===== config.mk =====
export PLATFORM = sky130hd
export DESIGN_NAME = regfile_scoreboard
export DESIGN_NICKNAME = d
export VERILOG_FILES = /design/src/rtl/riscv_pkg.sv /design/src/rtl/regfile_sb_bits.sv /design/src/rtl/regfile_scoreboard.sv
export SDC_FILE = /design/constraint.sdc
export NUM_CORES = 2
export LEC_CHECK = 0
export ABC_AREA = 1
export BUFFER_PORTS_ARGS = -buffer_cell sky130_fd_sc_hd__buf_4
export CELL_PAD_IN_SITES_DETAIL_PLACEMENT = 1
export CELL_PAD_IN_SITES_GLOBAL_PLACEMENT = 1
export CORE_AREA = 2 2 489 345
export CTS_CLUSTER_SIZE = 28
export DETAILED_ROUTE_END_ITERATION = 6
export DIE_AREA = 0 0 491 347
export PLACE_DENSITY_LB_ADDON = 0.15
export SLEW_MARGIN = 15
export SYNTH_ARGS = -nofsm -noshare
export SYNTH_HDL_FRONTEND = slang
export SYNTH_HIERARCHICAL = 1
export SYNTH_SLANG_ARGS = --single-unit

===== constraint.sdc =====
create_clock -name clk -period 2.5 [get_ports clk]
set_clock_uncertainty 0.05 [all_clocks]
set_input_delay 0.5 -clock clk [delete_from_list [all_inputs] [get_ports clk]]
set_output_delay 0.5 -clock clk [all_outputs]
set_load 0.03 [all_outputs]

===== src/rtl/riscv_pkg.sv =====
// Shared core definitions: data width, architectural register count and
// the hardwired zero register index used by decode, regfile and writeback.
package riscv_pkg;

  localparam int XLEN   = 32;
  localparam int NREGS  = 32;
  localparam int REG_AW = $clog2(NREGS);

  localparam logic [REG_AW-1:0] REG_ZERO = '0;

endpackage


===== src/rtl/regfile_sb_bits.sv =====
// Busy scoreboard: one bit per architectural register with flush > set > clear
// priority, plus the per-read-port busy lookup masked by a same-cycle retire.
module regfile_sb_bits #(
  parameter int NREGS  = 32,
  parameter int NREAD  = 2,
  parameter int AW     = $clog2(NREGS),
  parameter int BYPASS = 1
) (
  input  logic                clk,
  input  logic                rst_n,
  input  logic                stall,
  input  logic                flush,
  input  logic                iss_valid,
  input  logic [AW-1:0]       iss_rd,
  input  logic                rd_write,
  input  logic [AW-1:0]       rd_addr,
  input  logic [NREAD*AW-1:0] rs_addr,
  output logic [NREAD-1:0]    rs_busy
);

  logic [NREGS-1:0] busy_q;
  logic [NREGS-1:0] busy_d;
  logic             set_en_s;
  logic             clr_en_s;

  assign set_en_s = iss_valid & ~stall & (iss_rd != AW'(riscv_pkg::REG_ZERO));
  assign clr_en_s = rd_write & (rd_addr != AW'(riscv_pkg::REG_ZERO));

  // Next-state busy vector; a set on the same register as a clear wins because
  // the newly issued producer is still outstanding.
  always_comb begin
    busy_d    = busy_q;
    busy_d[0] = 1'b0;
    for (int i = 1; i < NREGS; i++) begin
      if (flush) begin
        busy_d[i] = 1'b0;
      end else if (set_en_s && (iss_rd == AW'(i))) begin
        busy_d[i] = 1'b1;
      end else if (clr_en_s && (rd_addr == AW'(i))) begin
        busy_d[i] = 1'b0;
      end else begin
        busy_d[i] = busy_q[i];
      end
    end
  end

  // Busy vector storage, cleared asynchronously.
  always_ff @(posedge clk or negedge rst_n) begin
    if (!rst_n) begin
      busy_q <= '0;
    end else begin
      busy_q <= busy_d;
    end
  end

  // Per-port busy lookup; bit 0 is never set, so register 0 reads not busy.
  always_comb begin
    rs_busy = '0;
    for (int k = 0; k < NREAD; k++) begin
      logic [AW-1:0] addr_s;
      logic          retire_s;
      addr_s   = rs_addr[k*AW +: AW];
      retire_s = (BYPASS != 0) && rd_write && (rd_addr == addr_s);
      rs_busy[k] = busy_q[addr_s] & ~retire_s;
    end
  end

endmodule


===== src/rtl/regfile_scoreboard.sv =====
// Integer register file with NREAD combinational read ports, optional
// write-to-read bypass and a busy scoreboard for in-order hazard detection.
module regfile_scoreboard #(
  parameter int XLEN   = riscv_pkg::XLEN,
  parameter int NREGS  = riscv_pkg::NREGS,
  parameter int NREAD  = 2,
  parameter int BYPASS = 1,
  localparam int AW    = $clog2(NREGS)
) (
  input  logic                  clk,
  input  logic                  rst_n,
  input  logic                  stall,
  input  logic                  flush,
  input  logic [NREAD*AW-1:0]   rs_addr,
  output logic [NREAD*XLEN-1:0] rs_data,
  output logic [NREAD-1:0]      rs_busy,
  input  logic                  iss_valid,
  input  logic [AW-1:0]         iss_rd,
  input  logic                  rd_write,
  input  logic [AW-1:0]         rd_addr,
  input  logic [XLEN-1:0]       rd_data
);

  logic [NREGS-1:0][XLEN-1:0] regs_q;
  logic [NREGS-1:0][XLEN-1:0] regs_d;
  logic                       wr_en_s;

  assign wr_en_s = rd_write & (rd_addr != AW'(riscv_pkg::REG_ZERO));

  // Array next state; entry 0 is never written so it stays zero.
  always_comb begin
    regs_d    = regs_q;
    regs_d[0] = '0;
    for (int i = 1; i < NREGS; i++) begin
      if (wr_en_s && (rd_addr == AW'(i))) begin
        regs_d[i] = rd_data;
      end else begin
        regs_d[i] = regs_q[i];
      end
    end
  end

  // Flop array with async clear so every register has a defined reset value.
  always_ff @(posedge clk or negedge rst_n) begin
    if (!rst_n) begin
      regs_q <= '0;
    end else begin
      regs_q <= regs_d;
    end
  end

  // Read muxes with optional same-cycle forwarding of the writeback value.
  always_comb begin
    rs_data = '0;
    for (int k = 0; k < NREAD; k++) begin
      logic [AW-1:0] addr_s;
      addr_s = rs_addr[k*AW +: AW];
      if (addr_s == AW'(riscv_pkg::REG_ZERO)) begin
        rs_data[k*XLEN +: XLEN] = '0;
      end else if ((BYPASS != 0) && rd_write && (rd_addr == addr_s)) begin
        rs_data[k*XLEN +: XLEN] = rd_data;
      end else begin
        rs_data[k*XLEN +: XLEN] = regs_q[addr_s];
      end
    end
  end

  regfile_sb_bits #(
    .NREGS  (NREGS),
    .NREAD  (NREAD),
    .AW     (AW),
    .BYPASS (BYPASS)
  ) u_sb (
    .clk       (clk),
    .rst_n     (rst_n),
    .stall     (stall),
    .flush     (flush),
    .iss_valid (iss_valid),
    .iss_rd    (iss_rd),
    .rd_write  (rd_write),
    .rd_addr   (rd_addr),
    .rs_addr   (rs_addr),
    .rs_busy   (rs_busy)
  );

endmodule


=== Word level (Yosys, flattened, before mapping) ===
Cells that the tools add are included.

* Bitwise logic cells: 8
* Reductions and logical operators: 99
* Mux-type cells: 105
* Eq/ne operators: 64
* Order comparisons: 2

{| class="wikitable"
|+ Operators with widths
! operator !! number
|-
| binary-select mux 32 bit (select 5 bit) || 2
|-
| two-way mux 32 bit || 6
|-
| equality test 5 bit, second input constant || 32
|-
| two-way mux 1 bit || 95
|-
| nonzero test 3 bit || 31
|-
| equality test 5 x 4 -> 1 bit, second input constant || 16
|-
| logical AND 1 bit || 64
|-
| equality test 5 x 3 -> 1 bit, second input constant || 8
|-
| equality test 5 x 2 -> 1 bit, second input constant || 4
|-
| less-than comparator 5 x 6 -> 1 bit, second input constant || 2
|-
| binary-select mux 1 bit (select 5 bit) || 2
|-
| equality test 5 x 1 -> 1 bit, second input constant || 2
|-
| equality test 5 bit || 2
|-
| zero test 5 bit || 2
|-
| nonzero test 5 bit || 2
|-
| bitwise AND 1 bit || 5
|-
| inverter 1 bit || 3
|}

* Input port bits: 58
* Logic and storage cells: 340
* Bits in registers: 1023

=== Depth between registers and ports, before layout ===
* Depth after elaboration: 6
* Depth in mapped cells: 14
* Depth with buffers taken out: 11

=== Hierarchy ===
Netlist, hierarchy kept.

{| class="wikitable"
|+ Modules (own cells, without submodules)
! module !! times used !! cells each !! sequential area each (um^2) !! area each (um^2)
|-
| regfile_scoreboard || 1 || 7855 || 24823.8 || 55194.2
|-
| regfile_sb_bits || 1 || 409 || 775.7 || 2496.1
|}

=== Worst setup path after synthesis ===
OpenSTA, ideal clock, no wires.

* Path type: input port to output port
* From: in rs_addr[6]
* To: out rs_data[63]
* Cell stages on the path: 10
* Required time: 1.950 ns
* Arrival: 1.976 ns
* Setup slack: -0.026 ns
* Path through: buf_4 -> buf_4 -> buf_4 -> buf_2 -> o21ai_0 -> o211ai_1 -> nand3_1 -> nand2_1 -> nand2_1 -> a21oi_1

* Longest elaborated chain between the ends: 4
* Elaborated cells between the ends (all ways): 7
* Classes of those cells: eq/ne: 1; mux: 4; reduce/logical: 2

{| class="wikitable"
|+ RTL lines
! element !! line !! source
|-
| start: declaration || regfile_scoreboard.sv:14 || <nowiki>input logic [NREAD*AW-1:0] rs_addr,</nowiki>
|-
| binary-select mux 32 bit (select 5 bit) or equality test 5 bit (tied branches) || regfile_scoreboard.sv:63, regfile_scoreboard.sv:60 ||
|-
| two-way mux 32 bit (implied by the code) or logical AND 1 bit (tied branches) || regfile_scoreboard.sv:63, regfile_scoreboard.sv:60 ||
|-
| two-way mux 32 bit || regfile_scoreboard.sv:60 || <nowiki>end else if ((BYPASS != 0) && rd_write && (rd_addr == addr_s)) begin</nowiki>
|-
| two-way mux 32 bit * || regfile_scoreboard.sv:58 || <nowiki>if (addr_s == AW'(riscv_pkg::REG_ZERO)) begin</nowiki>
|-
| end: declaration || regfile_scoreboard.sv:15 || <nowiki>output logic [NREAD*XLEN-1:0] rs_data,</nowiki>
|}

Every way passes the cells marked *; elsewhere a longest branch is shown, timed or not. The select of a mux whose other input is x is not followed.

=== Worst setup path in the final report ===
* From: in rs_addr[0]
* To: out rs_data[22]

Same word-level chain as after synthesis.

==> reports/qor.txt <==
final setup vio count: 66
sequential-to-total area share from yosys stat: 44.37%
Critical Path AT: 2.42 ns
Root Driver: clkbuf_16
largest cells by area after synthesis: dfrtp_1 (44%), nand2_1 (17%), o21ai_0 (11%)
fin crit share: 118.9%
CTS H-tree depth: 3
clock sinks: 1023
critical path startpoint category: input pin
FF-to-FF path depth: 5
Power, Total: 53950 uW
Peak VDD IR: 0.6055 mV
Via Count: 63910
critical-path maximum fanout: 6
Synth Net Count: 8322
Yosys cell types: 33
Placed Instances: 10490
WL/cell: 28.39 microns
max_cap viols: 0
Post-Synth Simple-Gate Area: 26.91%
Crit path required time: 1.95 ns
largest family of logic cells by synthesized area: simple AND/OR/NAND/NOR gates
WL final: 311.2 mm
die area: 0.1704 sq mm
CTS max path bufs: 3
crit end category: output port
vias in the first global route: 63110
reg-to-reg endpoint: regs_q[989]
Seq cells post-synth: 1023
Gate Count Post-Synth: 8264
RSZ-0062 raised after global routing: true
largest net degree at the start of global routing: 73
Worst-path clk slew: 0.06 ns
leakage power: 0.03536 uW
top cells by count, synth: nand2_1 (2587), o21ai_0 (1286), dfrtp_1 (1023)
Synth async-reset ratio: 100.0%
yosys synthesis warning count: 6
Hold Path Sink: regs_q[543]
max_slew headroom: 57.29%
critical path type: in2out
Num CTS Buffers: 115
num ports: 124
fin cells: 10960
Worst Tran Pin Value: 0.6358 ns
global route total overflow: 0
compound-gate portion of the synthesized area: 19.80%
final worst slack: -0.4723 ns
worst hold path class: in2reg
Primary FF master, synth: dfrtp_1
Slew Viols, Final: 0
row count: 125
failing checks: negative setup slack
register area: 0.02560 sq mm
area occupied by multi-input gates: 0.02965 sq mm
hold path start: rd_data[31]
pre-CTS setup slack: -0.6605 ns
drt drc: 0
worst r2r src: regs_q[989]
adder-cell share of the synthesized area: 0%
fmax: 336.4 MHz
via-per-instance ratio: 5.829
power density cells: 707.2 mW/mm^2
Die W: 491 microns
ANT nets after route: 0
GRT Resource Usage Total: 35.15%
drt first pass iters: 6
post-synth top area share: 44.37%
post-synthesis xor/xnor area fraction: 0.06073%
initial antenna violation count: 12
cell with the most instances after synthesis: nand2_1
status: finished, violations left
starting density of the core: 34.86%
Final Net Count: 8700
Post-Syn Area per Cell: 6.981 sq um
Layout area overhead: 32.23%
core area: 0.1655 sq mm
DR iter-0 viols: 7235
Filler cells: 19990
DP HPWL: 188.3 mm
Post-synth EDFFs: 0
hold slack final: 0.05257 ns
sum of negative setup slack: -20.62 ns
share of layout cells above drive strength 1: 20.64%
Yosys top cell by area: dfrtp_1
I/O Buffers: 123
Die Ht: 347 microns
RD Place Congestion: 0.8932
mux share of post-synthesis cell area: 0%
first-pass GRT wire length: 446.3 mm
fin crit period: 2.972 ns
Synth Cell Area: 0.05769 sq mm
Hold Vio Cnt, Final: 0
CTS tree: yes
Worst Hold Depth: 3
Clock Latency Late Sink: 0.79 ns
setup slack, reg-to-reg: 1.40 ns
==> state kept, by name, indices dropped and copies added (netlist names) <==
register and flops:
regs_q 992, u_sb/busy_q 31
==> cell families (layout without fill, tap and decap cells) <==
logic type,count (synthesis),count (layout)
AOI/OAI and AO/OA,2134,2134
xor gates and xnor gates,4,4
buffers and inverters,1240,1711
DFF,1023,1023
other,0,6
and+or+nand+nor,3863,3863
==> worst max-delay path, cell delays in order <==
cell	delay (ns)
buf_16	0.13
buf_12	0.15
nor2_4	0.16
buf_6	0.17
buf_12	0.15
buf_4	0.16
a21oi_1	0.07
o211ai_1	0.12
nand3_1	0.15
nand2_2	0.13
nand3_2	0.10
nand2_2	0.10
buf_12	0.13
inv_4	0.03
buf_6	0.12
==> stage by stage <==
stage,instance area [sq um],util (%)
after detailed placement,65410,39.53
after floorplan,57740,-
final,76280,46.10
after CTS,73990,44.72
after global routing,76280,46.10
after global placement,65410,39.53
==> worst max path at each step <==
| stage | startpoint | endpoint | slack [ns] |
|---|---|---|---|
| after floorplan | rs_addr[6] | rs_data[33] | -0.02 |
| after global placement | rs_addr[5] | rs_data[57] | -0.66 |
| after detailed placement | rs_addr[5] | rs_data[57] | -0.66 |
| after CTS | regs_q[438] | rs_data[22] | -0.41 |
| after global routing | rs_addr[0] | rs_data[22] | -0.48 |
| final | rs_addr[0] | rs_data[22] | -0.47 |
==> layout by cell type (no fill, tap or decap), types with 6 or more instances in the layout <==
cell and instances:
a31oi_1 17, bufbuf_16 8, o21ai_0 1158, nor2_2 74, buf_12 208, clkinv_2 28
buf_8 22, buf_6 116, dlygate4sd3_1 27, inv_2 67, a21oi_2 82, inv_1 465
nand2_2 154, dfrtp_1 1022, o21ai_1 209, nor2_1 503, diode_2 6, nor2_4 29
nand2_1 2378, clkbuf_8 16, buf_4 498, a21oi_4 25, clkinvlp_4 13, nand3_4 13
nand3_2 100, o22ai_1 8, buf_16 58, o21ai_2 22, nand2_4 78, o211ai_1 275
a21oi_1 328, clkbuf_16 132, clkbuf_1 13, nand4_1 41, inv_4 9, nand3_1 475
bufinv_16 17
==> layout make-up <==
cell class / instances / share of cell area [%]
multi-input combinational: 6001 / 38.87
sequential: 1023 / 33.56
timing repair buffer: 953 / 15.82
clock buffer: 145 / 4.158
tap: 2222 / 3.645
inverter: 548 / 2.792
clock inverter: 65 / 1.138
antenna: 6 / 0.01968
==> timing repair <==
item | 4_1_cts | 5_1_grt
setup endpoints to repair | 66 | 66
pin swaps | 289 | 378
hold buffers | 27 | 0
cloned | 41 | 16
buffers inserted | 107 | 88
gates resized for setup | 662 | 444
endpoints found under the hold margin | 67 | 0
==> where the power goes <==
part / switching [uW] / leakage (uW) / total [uW] / internal (uW)
clock: 8120 / 0.00197 / 18900 / 10800
sequential: 2530 / 0.0133 / 22100 / 19600
combinational: 7910 / 0.0201 / 13000 / 5060
total: 18600 / 0.0354 / 53900 / 35400
==> routing by layer <==
layer,vias up,wire length [microns],global-route usage [%]
met5,-,31,0
met4,4,15060,14.39
met3,692,27950,6.649
met2,3014,132600,52.47
met1,32440,135600,49.81
li1,27760,-,-
(Power assumes the default switching activity.)
